===== src/rtl/minterm_func_pipe_if.sv =====
//------------------------------------------------------------------------------
// Module      : minterm_func_pipe_if
// Description : Evaluation handshake and serial mask-config bundle for
//               minterm_func_pipe.
// Revision    : 1.0 - initial release
//------------------------------------------------------------------------------
`default_nettype none

interface minterm_func_pipe_if #(
   parameter int N_IN = 4
);
   localparam int c_d = 2**N_IN;

   logic              in_valid;
   logic              in_ready;
   logic [N_IN-1:0]   in_a;
   logic              in_inv;
   logic              out_valid;
   logic              out_ready;
   logic              out_f;
   logic [c_d-1:0]    out_onehot;
   logic              cfg_start;
   logic              cfg_bit_valid;
   logic              cfg_bit;
   logic              cfg_abort;
   logic              cfg_busy;
   logic              cfg_done;

   modport master (
      output in_valid, in_a, in_inv, out_ready,
             cfg_start, cfg_bit_valid, cfg_bit, cfg_abort,
      input  in_ready, out_valid, out_f, out_onehot, cfg_busy, cfg_done
   );

   modport slave (
      input  in_valid, in_a, in_inv, out_ready,
             cfg_start, cfg_bit_valid, cfg_bit, cfg_abort,
      output in_ready, out_valid, out_f, out_onehot, cfg_busy, cfg_done
   );
endinterface

`default_nettype wire


===== src/rtl/minterm_func_pipe.sv =====
//------------------------------------------------------------------------------
// Module      : minterm_func_pipe
// Description : Programmable N-input Boolean function (minterm mask) with a
//               2-stage valid/ready pipeline and serial mask reload.
// Revision    : 1.0 - initial release
//------------------------------------------------------------------------------
`default_nettype none

module minterm_func_pipe #(
   parameter int                N_IN       = 4,
   parameter logic [2**N_IN-1:0] RESET_MASK = 16'h8D9D
) (
   input logic                clk,
   input logic                rst_n,
   minterm_func_pipe_if.slave bus
);
   localparam int c_d = 2**N_IN;
   localparam logic [c_d-1:0]  c_onehot_lsb = {{(c_d-1){1'b0}}, 1'b1};
   localparam logic [N_IN-1:0] c_cnt_one    = {{(N_IN-1){1'b0}}, 1'b1};
   localparam logic [N_IN-1:0] c_cnt_last   = {N_IN{1'b1}};

   localparam logic [1:0] c_st_idle   = 2'd0;
   localparam logic [1:0] c_st_shift  = 2'd1;
   localparam logic [1:0] c_st_commit = 2'd2;

   logic              r_s1_valid;
   logic              r_s1_inv;
   logic [c_d-1:0]    r_s1_onehot;
   logic              r_out_valid;
   logic              r_out_f;
   logic [c_d-1:0]    r_out_onehot;
   logic [c_d-1:0]    r_mask;
   logic [c_d-1:0]    r_shadow;
   logic [N_IN-1:0]   r_cnt;
   logic [1:0]        r_state;
   logic [1:0]        w_state_nxt;
   logic              w_adv1;
   logic              w_adv2;
   logic              w_bit_xfer;
   logic              w_last_bit;
   logic              w_busy;
   logic              w_done;

   assign w_adv2 = !r_out_valid || bus.out_ready;
   assign w_adv1 = !r_s1_valid || w_adv2;

   assign bus.in_ready   = w_adv1;
   assign bus.out_valid  = r_out_valid;
   assign bus.out_f      = r_out_f;
   assign bus.out_onehot = r_out_onehot;
   assign bus.cfg_busy   = w_busy;
   assign bus.cfg_done   = w_done;

   // Stage 1: one-hot decode of the accepted vector
   always_ff @(posedge clk or negedge rst_n) begin
      if (!rst_n) begin
         r_s1_valid  <= 1'b0;
         r_s1_inv    <= 1'b0;
         r_s1_onehot <= '0;
      end else if (w_adv1) begin
         r_s1_valid  <= bus.in_valid;
         r_s1_inv    <= bus.in_inv;
         r_s1_onehot <= c_onehot_lsb << bus.in_a;
      end
   end

   // Stage 2 samples r_mask before any same-edge commit, so it sees the old mask
   always_ff @(posedge clk or negedge rst_n) begin
      if (!rst_n) begin
         r_out_valid  <= 1'b0;
         r_out_f      <= 1'b0;
         r_out_onehot <= '0;
      end else if (w_adv2) begin
         r_out_valid  <= r_s1_valid;
         r_out_f      <= (|(r_s1_onehot & r_mask)) ^ r_s1_inv;
         r_out_onehot <= r_s1_onehot;
      end
   end

   assign w_bit_xfer = (r_state == c_st_shift) && !bus.cfg_abort && bus.cfg_bit_valid;
   assign w_last_bit = w_bit_xfer && (r_cnt == c_cnt_last);

   always_ff @(posedge clk or negedge rst_n) begin
      if (!rst_n) begin
         r_state <= c_st_idle;
      end else begin
         r_state <= w_state_nxt;
      end
   end

   always_comb begin
      w_state_nxt = r_state;
      case (r_state)
         c_st_idle: begin
            if (bus.cfg_start) begin
               w_state_nxt = c_st_shift;
            end
         end
         c_st_shift: begin
            if (bus.cfg_abort) begin
               w_state_nxt = c_st_idle;
            end else if (w_last_bit) begin
               w_state_nxt = c_st_commit;
            end
         end
         c_st_commit: begin
            w_state_nxt = c_st_idle;
         end
         default: begin
            w_state_nxt = c_st_idle;
         end
      endcase
   end

   always_comb begin
      w_busy = (r_state != c_st_idle);
      w_done = (r_state == c_st_commit);
   end

   always_ff @(posedge clk or negedge rst_n) begin
      if (!rst_n) begin
         r_cnt    <= '0;
         r_shadow <= '0;
         r_mask   <= RESET_MASK;
      end else begin
         if ((r_state == c_st_idle) && bus.cfg_start) begin
            r_cnt <= '0;
         end else if (w_bit_xfer) begin
            r_shadow[r_cnt] <= bus.cfg_bit;
            r_cnt           <= r_cnt + c_cnt_one;
         end
         if (r_state == c_st_commit) begin
            r_mask <= r_shadow;
         end
      end
   end

endmodule

`default_nettype wire


===== src/flat_wrapper.sv =====
// flat-port wrapper written by rule: the top's interface ports become plain ports
module minterm_func_pipe_flat 
#(
   parameter int                N_IN       = 4,
   parameter logic [2**N_IN-1:0] RESET_MASK = 16'h8D9D
)
  (clk, rst_n, bus_in_valid, bus_in_a, bus_in_inv, bus_out_ready, bus_cfg_start, bus_cfg_bit_valid, bus_cfg_bit, bus_cfg_abort, bus_in_ready, bus_out_valid, bus_out_f, bus_out_onehot, bus_cfg_busy, bus_cfg_done);
  minterm_func_pipe_if #(.N_IN(N_IN)) bus_i ();
  input logic clk;
  input logic rst_n;
  input wire logic [$bits(bus_i.in_valid)-1:0] bus_in_valid;
  input wire logic [$bits(bus_i.in_a)-1:0] bus_in_a;
  input wire logic [$bits(bus_i.in_inv)-1:0] bus_in_inv;
  input wire logic [$bits(bus_i.out_ready)-1:0] bus_out_ready;
  input wire logic [$bits(bus_i.cfg_start)-1:0] bus_cfg_start;
  input wire logic [$bits(bus_i.cfg_bit_valid)-1:0] bus_cfg_bit_valid;
  input wire logic [$bits(bus_i.cfg_bit)-1:0] bus_cfg_bit;
  input wire logic [$bits(bus_i.cfg_abort)-1:0] bus_cfg_abort;
  output wire logic [$bits(bus_i.in_ready)-1:0] bus_in_ready;
  output wire logic [$bits(bus_i.out_valid)-1:0] bus_out_valid;
  output wire logic [$bits(bus_i.out_f)-1:0] bus_out_f;
  output wire logic [$bits(bus_i.out_onehot)-1:0] bus_out_onehot;
  output wire logic [$bits(bus_i.cfg_busy)-1:0] bus_cfg_busy;
  output wire logic [$bits(bus_i.cfg_done)-1:0] bus_cfg_done;
  assign bus_i.in_valid = bus_in_valid;
  assign bus_i.in_a = bus_in_a;
  assign bus_i.in_inv = bus_in_inv;
  assign bus_i.out_ready = bus_out_ready;
  assign bus_i.cfg_start = bus_cfg_start;
  assign bus_i.cfg_bit_valid = bus_cfg_bit_valid;
  assign bus_i.cfg_bit = bus_cfg_bit;
  assign bus_i.cfg_abort = bus_cfg_abort;
  assign bus_in_ready = bus_i.in_ready;
  assign bus_out_valid = bus_i.out_valid;
  assign bus_out_f = bus_i.out_f;
  assign bus_out_onehot = bus_i.out_onehot;
  assign bus_cfg_busy = bus_i.cfg_busy;
  assign bus_cfg_done = bus_i.cfg_done;
  minterm_func_pipe #(.N_IN(N_IN), .RESET_MASK(RESET_MASK)) u_core (.clk(clk), .rst_n(rst_n), .bus(bus_i));
endmodule

===== config.mk =====
export PLATFORM = sky130hd
export DESIGN_NAME = minterm_func_pipe_flat
export DESIGN_NICKNAME = d
export VERILOG_FILES = /design/src/rtl/minterm_func_pipe_if.sv /design/src/rtl/minterm_func_pipe.sv /design/src/flat_wrapper.sv
export SDC_FILE = /design/constraint.sdc
export NUM_CORES = 1
export LEC_CHECK = 0
export CAP_MARGIN = 20
export CORE_MARGIN = 2
export CORE_UTILIZATION = 51
export DETAILED_ROUTE_END_ITERATION = 7
export PLACE_DENSITY = 0.73
export SLEW_MARGIN = 5
export SYNTH_ARGS = -nofsm -noshare
export SYNTH_HDL_FRONTEND = slang
export SYNTH_SLANG_ARGS = --single-unit

===== constraint.sdc =====
create_clock -name clk -period 3.1 [get_ports clk]
set_input_delay 0.93 -clock clk [delete_from_list [all_inputs] [get_ports clk]]
set_output_delay 0.93 -clock clk [all_outputs]
set_load 0.02 [all_outputs]

=== Yosys cells after proc, flatten, opt, wreduce, memory -nomap -nowiden ===
Cells that the tools add are included.

* Flip-flop bits (word level): 74
* Bits of input ports: 13
* Output and inout bits: 21
* Word-level logic and storage cells: 47

* Add/subtract/negate cells: 1
* $lt $le $gt $ge: 2
* Equal/unequal tests: 5
* Shifts and indexed selects: 1
* Muxes and demuxes: 9
* Bitwise gates (word level): 3
* Reductions and logical operators: 16

{| class="wikitable"
|+ Operators with widths
! kind !! count
|-
| 16-bit AND || 1
|-
| 16-bit bitwise mux || 1
|-
| 16-bit OR reduction || 1
|-
| 1-bit by 4-bit << shifter with 16-bit output, first input constant || 1
|-
| 4-bit two-way mux || 2
|-
| 2-bit two-way mux || 3
|-
| 1-bit logical AND || 5
|-
| 4-bit by 5-bit < comparator with 1-bit output, second input constant || 1
|-
| 4-bit by 1-bit adder with 4-bit output, second input constant || 1
|-
| 1-bit demux with 4-bit select || 1
|-
| 4-bit equality test, second input constant || 1
|-
| 4-bit by 1-bit greater-or-equal comparator with 1-bit output, second input constant || 1
|-
| 2-bit one-hot mux with 2 select lines || 1
|-
| 2-bit AND reduction || 2
|-
| 2-bit nonzero test || 2
|-
| 1-bit logical NOT || 3
|-
| 3-bit by 2-bit != test with 1-bit output, second input constant || 1
|-
| 2-bit by 1-bit equality test with 1-bit output, second input constant || 1
|-
| 2-bit equality test, second input constant || 1
|-
| 2-bit logical NOT || 1
|-
| 1-bit logical OR || 2
|-
| 2-bit != test, second input constant || 1
|-
| 1-bit two-way mux || 1
|-
| 1-bit NOT || 1
|-
| 1-bit XOR || 1
|}

=== Logic depth before layout (Yosys ltp) ===
Gate-level depths: netlist of the first run.

* Word-level depth: 7
* Depth in mapped cells: 6
* Depth with buffers taken out: 6

=== Worst setup path after synthesis of the first run ===
No wires, ideal clock.

* Path type: input to output
* Start point: input port bus_out_ready
* End point: output port bus_in_ready
* Arrival time: 1.478 ns
* Data required time: 2.170 ns
* Path slack: 0.692 ns
* Stages: 4
* Buffers on the path: 1
* Cell sequence: nor2b_1 and2_1 clkbuf_1 inv_1

* Cells in the longest elaborated chain, start to end: 2

{| class="wikitable"
|+ RTL lines
! element !! line !! text
|-
| from (decl) || flat_wrapper.sv:14 || <nowiki>input wire logic [$bits(bus_i.out_ready)-1:0] bus_out_ready;</nowiki>
|-
| 1-bit logical OR || minterm_func_pipe.sv:44 || <nowiki>assign w_adv2 = !r_out_valid || bus.out_ready;</nowiki>
|-
| 1-bit logical OR || minterm_func_pipe.sv:45 || <nowiki>assign w_adv1 = !r_s1_valid || w_adv2;</nowiki>
|-
| to (decl) || flat_wrapper.sv:19 || <nowiki>output wire logic [$bits(bus_i.in_ready)-1:0] bus_in_ready;</nowiki>
|}

Every way passes these cells.

=== Final worst setup path of the first run ===
Same ends and word-level chain as after synthesis.

==> flow_summary.html, run 1 <==
<table>
<tr><th>Metric</th><th>Value</th></tr>
<tr><th colspan="2">Die</th></tr>
<tr><td>X dimension of the die</td><td>81.9 um</td></tr>
<tr><td>I/O pin cnt</td><td>34</td></tr>
<tr><td>Cell Rows</td><td>28</td></tr>
<tr><td>Height of the die</td><td>81.9 um</td></tr>
<tr><td>Standard cell core area</td><td>5890 um2</td></tr>
<tr><td>Die area</td><td>6700 um2</td></tr>
<tr><td>Initial Util</td><td>52.5%</td></tr>
<tr><th colspan="2">Setup path</th></tr>
<tr><td>Top fanout value on the critical path</td><td>2</td></tr>
<tr><td>Kind of start point of the critical path</td><td>input port</td></tr>
<tr><td>Startpoint of the worst register-to-register path</td><td>u_core.r_state[1]</td></tr>
<tr><td>Crit end category</td><td>output port</td></tr>
<tr><td>Kind of critical path</td><td>in -&gt; out</td></tr>
<tr><td>Critical Path RT</td><td>2170 ps</td></tr>
<tr><td>Critical path origin</td><td>bus_out_ready</td></tr>
<tr><td>Reg2reg setup slack</td><td>1410 ps</td></tr>
<tr><td>Arrival @ worst endpoint</td><td>2020 ps</td></tr>
<tr><td>Number of cell instances on the worst register-to-register path</td><td>6</td></tr>
<tr><td>Reg-to-Reg End</td><td>u_core.r_shadow[15]</td></tr>
<tr><th colspan="2">Placement</th></tr>
<tr><td>Placed insts</td><td>337</td></tr>
<tr><td>Dpl hpwl</td><td>3570 um</td></tr>
<tr><td>Quantity of I/O buffers inserted on ports</td><td>33</td></tr>
<tr><td>RePlAce Congestion</td><td>0.832</td></tr>
<tr><th colspan="2">STA</th></tr>
<tr><td>Unrepaired setup endpoints after global routing</td><td>false</td></tr>
<tr><td>Max Clock Skew</td><td>7.69 ps</td></tr>
<tr><td>Final critical-path share of the clock period</td><td>95.2%</td></tr>
<tr><td>Clock period minus worst slack</td><td>2950 ps</td></tr>
<tr><td>Highest clock frequency the design can meet</td><td>339 MHz</td></tr>
<tr><td>Final Hold Vio Count</td><td>0</td></tr>
<tr><td>Final Setup Violations</td><td>0</td></tr>
<tr><td>Max-slew violation total from the final report</td><td>0</td></tr>
<tr><td>Slew at the pin with the worst max-slew slack</td><td>500 ps</td></tr>
<tr><td>Worst slew slack as a fraction of its limit</td><td>66.6%</td></tr>
<tr><th colspan="2">Clock network</th></tr>
<tr><td>CTS Root Buffer Type</td><td>sky130_fd_sc_hd__clkbuf_8</td></tr>
<tr><td>CTS clk-pin slew, worst paths</td><td>70 ps</td></tr>
<tr><td>H-tree depth reported by CTS</td><td>3</td></tr>
<tr><td>Clock insertion delay at the later pin of the skew report</td><td>340 ps</td></tr>
<tr><td>Number of buffers inserted to repair setup after CTS</td><td>0</td></tr>
<tr><td>CTS hold repair buffers</td><td>0</td></tr>
<tr><td>Num CTS Buffers</td><td>9</td></tr>
<tr><td>Max Root-Sink Buffers</td><td>2</td></tr>
<tr><td>Sink count of the clock tree</td><td>74</td></tr>
<tr><td>TritonCTS clock tree</td><td>yes</td></tr>
<tr><th colspan="2">Final layout</th></tr>
<tr><td>Filler-free cell count of the finished design</td><td>353</td></tr>
<tr><td>Sequential cell area</td><td>1860 um2</td></tr>
<tr><td>Antenna diode count</td><td>0</td></tr>
<tr><td>Commonest non-fill, non-tap cells in the layout</td><td>sky130_fd_sc_hd__dfrtp_1 (65), sky130_fd_sc_hd__mux2_2 (47), sky130_fd_sc_hd__nand2_1 (37)</td></tr>
<tr><td>End-of-flow core utilization</td><td>63.8%</td></tr>
<tr><td>Most common library cell in the layout ignoring fill and taps</td><td>sky130_fd_sc_hd__dfrtp_1</td></tr>
<tr><td>Layout cell share with drive strength beyond 1</td><td>31.7%</td></tr>
<tr><td>Number of nets in the finished design</td><td>290</td></tr>
<tr><td>Layout filler cell count</td><td>459</td></tr>
<tr><td>Multi-input logic area</td><td>1170 um2</td></tr>
<tr><td>Layout area overhead</td><td>21.4%</td></tr>
<tr><th colspan="2">Routing</th></tr>
<tr><td>DR iter-0 viols</td><td>96</td></tr>
<tr><td>DRC violations left</td><td>0</td></tr>
<tr><td>Final wirelength</td><td>5260 um</td></tr>
<tr><td>Detail Route Antenna Nets</td><td>0</td></tr>
<tr><td>Average wire per standard cell</td><td>14.9 um</td></tr>
<tr><td>DR pass1 iterations</td><td>4</td></tr>
<tr><td>Number of vias after detailed routing</td><td>1,909</td></tr>
<tr><td>Routed via count divided by cell count</td><td>5.41</td></tr>
<tr><th colspan="2">Synthesis</th></tr>
<tr><td>Synthesized area per cell</td><td>13.3 um2</td></tr>
<tr><td>Number of instances in the synthesized netlist</td><td>233</td></tr>
<tr><td>Library cells used by synthesis</td><td>33</td></tr>
<tr><td>FF+latch count, synth</td><td>74</td></tr>
<tr><td>Synthesized area</td><td>3090 um2</td></tr>
<tr><td>Share of the yosys chip area belonging to registers</td><td>60.3%</td></tr>
<tr><td>Syn nets</td><td>250</td></tr>
<tr><td>Yosys warns</td><td>0</td></tr>
<tr><th colspan="2">Global routing</th></tr>
<tr><td>Total routing usage reported by global routing</td><td>18.3%</td></tr>
<tr><td>Antenna violations before repair</td><td>0</td></tr>
<tr><td>Vias in the first global route</td><td>1,909</td></tr>
<tr><td>Pin count of the biggest net entering global routing</td><td>75</td></tr>
<tr><td>Total grt overflow</td><td>0</td></tr>
<tr><td>First-pass GRT wire length</td><td>9020 um</td></tr>
<tr><th colspan="2">Hold path</th></tr>
<tr><td>Sink of the worst hold path</td><td>u_core.bus.out_valid</td></tr>
<tr><td>Hold path cells</td><td>1</td></tr>
<tr><td>Tightest Hold Check Type</td><td>reg -&gt; reg</td></tr>
<tr><td>Critical hold path startpoint</td><td>u_core.r_s1_valid</td></tr>
<tr><th colspan="2">Power</th></tr>
<tr><td>Leakage power of the design</td><td>1.72 nW</td></tr>
<tr><td>Total power density per cell area</td><td>568 nW/um2</td></tr>
<tr><td>Peak VDD IR</td><td>0.429 mV</td></tr>
<tr><th colspan="2">Run</th></tr>
<tr><td>Number of violations of the max-capacitance limit</td><td>0</td></tr>
<tr><th colspan="2">Status</th></tr>
<tr><td>Outcome</td><td>complete, no violations</td></tr>
</table>
==> how the worst max path moves through the flow <==
stage | endpoint | cells past startpoint
5_1_grt | bus_in_ready | 5
3_5_place_dp | bus_in_ready | 5
3_3_place_gp | bus_in_ready | 5
2_1_floorplan | bus_in_ready | 4
6_report | bus_in_ready | 5
4_1_cts | bus_in_ready | 5
==> cells by family after synthesis <==
group / count (synthesis) / synth area share (%)
fa+ha+maj: 4 / 1.62
flops: 74 / 60.3
compound gates: 28 / 7.12
buf+inv: 14 / 1.86
simple gates: 61 / 10.3
xor+xnor: 3 / 0.850
mux: 49 / 18.0
==> flip-flops by register name, summed over array words and instances (netlist names) <==
register and count:
u_core.bus.out_onehot 16, u_core.r_mask 16, u_core.r_s1_onehot 16, u_core.r_shadow 16, u_core.r_cnt 4, u_core.r_state 2
u_core.bus.out_f 1, u_core.bus.out_valid 1, u_core.r_s1_inv 1, u_core.r_s1_valid 1
==> cell type report <==
| class | count | share of cell area, % |
|---|---|---|
| Tap cell | 75 | 2.50 |
| Sequential cell | 74 | 49.6 |
| Clock buffer | 10 | 3.40 |
| Clock inverter | 6 | 2.80 |
| Timing Repair Buffer | 38 | 9.97 |
| Inverter | 5 | 0.500 |
| Multi-Input combinational cell | 145 | 31.2 |
==> where the power goes <==
group	internal [mW]	total, mW	switching [mW]
Combinational	0.102	0.217	0.115
Sequential	1.02	1.05	0.0316
Clock	0.531	0.867	0.337
Total	1.65	2.13	0.483
==> routing by layer <==
layer	part of all wire, %	global-route usage, %
met2	46	27.8
met4	1.8	9.33
met1	48	24.7
met5	0	0
met3	3.5	3.96
==> cells in the mapped netlist <==
master	instances	area share (%)
sky130_fd_sc_hd__or3_1	1	0.20
sky130_fd_sc_hd__nor2b_1	2	0.40
sky130_fd_sc_hd__or2_2	2	0.40
sky130_fd_sc_hd__nand2b_1	5	1.0
sky130_fd_sc_hd__ha_1	4	1.6
sky130_fd_sc_hd__nand2_2	1	0.20
sky130_fd_sc_hd__nand4_1	2	0.40
sky130_fd_sc_hd__mux2_4	1	0.49
sky130_fd_sc_hd__nor3b_4	1	0.61
sky130_fd_sc_hd__buf_2	4	0.65
sky130_fd_sc_hd__a221oi_1	4	1.1
sky130_fd_sc_hd__a21o_1	1	0.24
sky130_fd_sc_hd__and2_1	1	0.20
sky130_fd_sc_hd__or4_1	1	0.24
sky130_fd_sc_hd__nand2_1	37	4.5
sky130_fd_sc_hd__clkbuf_1	5	0.61
sky130_fd_sc_hd__o41ai_1	6	1.7
sky130_fd_sc_hd__dfstp_2	9	7.6
sky130_fd_sc_hd__xor2_1	2	0.57
sky130_fd_sc_hd__nor3b_2	2	0.81
sky130_fd_sc_hd__inv_2	1	0.12
sky130_fd_sc_hd__nor3_2	1	0.32
sky130_fd_sc_hd__and2_4	1	0.28
sky130_fd_sc_hd__nor2_1	3	0.36
sky130_fd_sc_hd__o21ai_0	3	0.49
sky130_fd_sc_hd__and3_4	1	0.36
sky130_fd_sc_hd__xnor2_1	1	0.28
sky130_fd_sc_hd__mux2_2	47	17
sky130_fd_sc_hd__mux2_1	1	0.36
sky130_fd_sc_hd__dfrtp_1	65	53
sky130_fd_sc_hd__inv_1	4	0.49
sky130_fd_sc_hd__o31ai_1	10	2.4
sky130_fd_sc_hd__a22o_1	4	1.1
==> worst max-delay path, stage by stage <==
cell                              delay [ps]
sky130_fd_sc_hd__clkdlybuf4s50_1         400
sky130_fd_sc_hd__nor2b_1                 150
sky130_fd_sc_hd__and2_1                  170
sky130_fd_sc_hd__inv_1                    60
sky130_fd_sc_hd__dlygate4sd2_1           310
==> through the flow <==
step | cell area (um2) | setup TNS (ps) | hold slack (ps) | worst slack [ps] | total power, mW
after floorplan | 3090 | 0 | 430 | 692 | 1.18
after global placement | 3520 | -97.7 | 439 | -97.7 | 1.28
after detailed placement | 3520 | -110 | 446 | -110 | 1.29
final | 3750 | 0 | 461 | 150 | 2.13
after CTS | 3750 | 0 | 466 | 143 | 2.15
after global routing | 3750 | 0 | 489 | 52.7 | 2.23
==> what timing repair did <==
action | 4_1_cts | 5_1_grt
endpoints found under the hold margin | 0 | 0
resized for setup | 1 | 0
endpoints found under the setup margin | 1 | 0
(Power assumes the default switching activity.)
==> run 2: changes to the inputs <==
CTS_CLUSTER_DIAMETER = 30   (was default)
==> results of run 2 <==
Same layout as run 1: the final DEF is identical, and so are final timing and power.
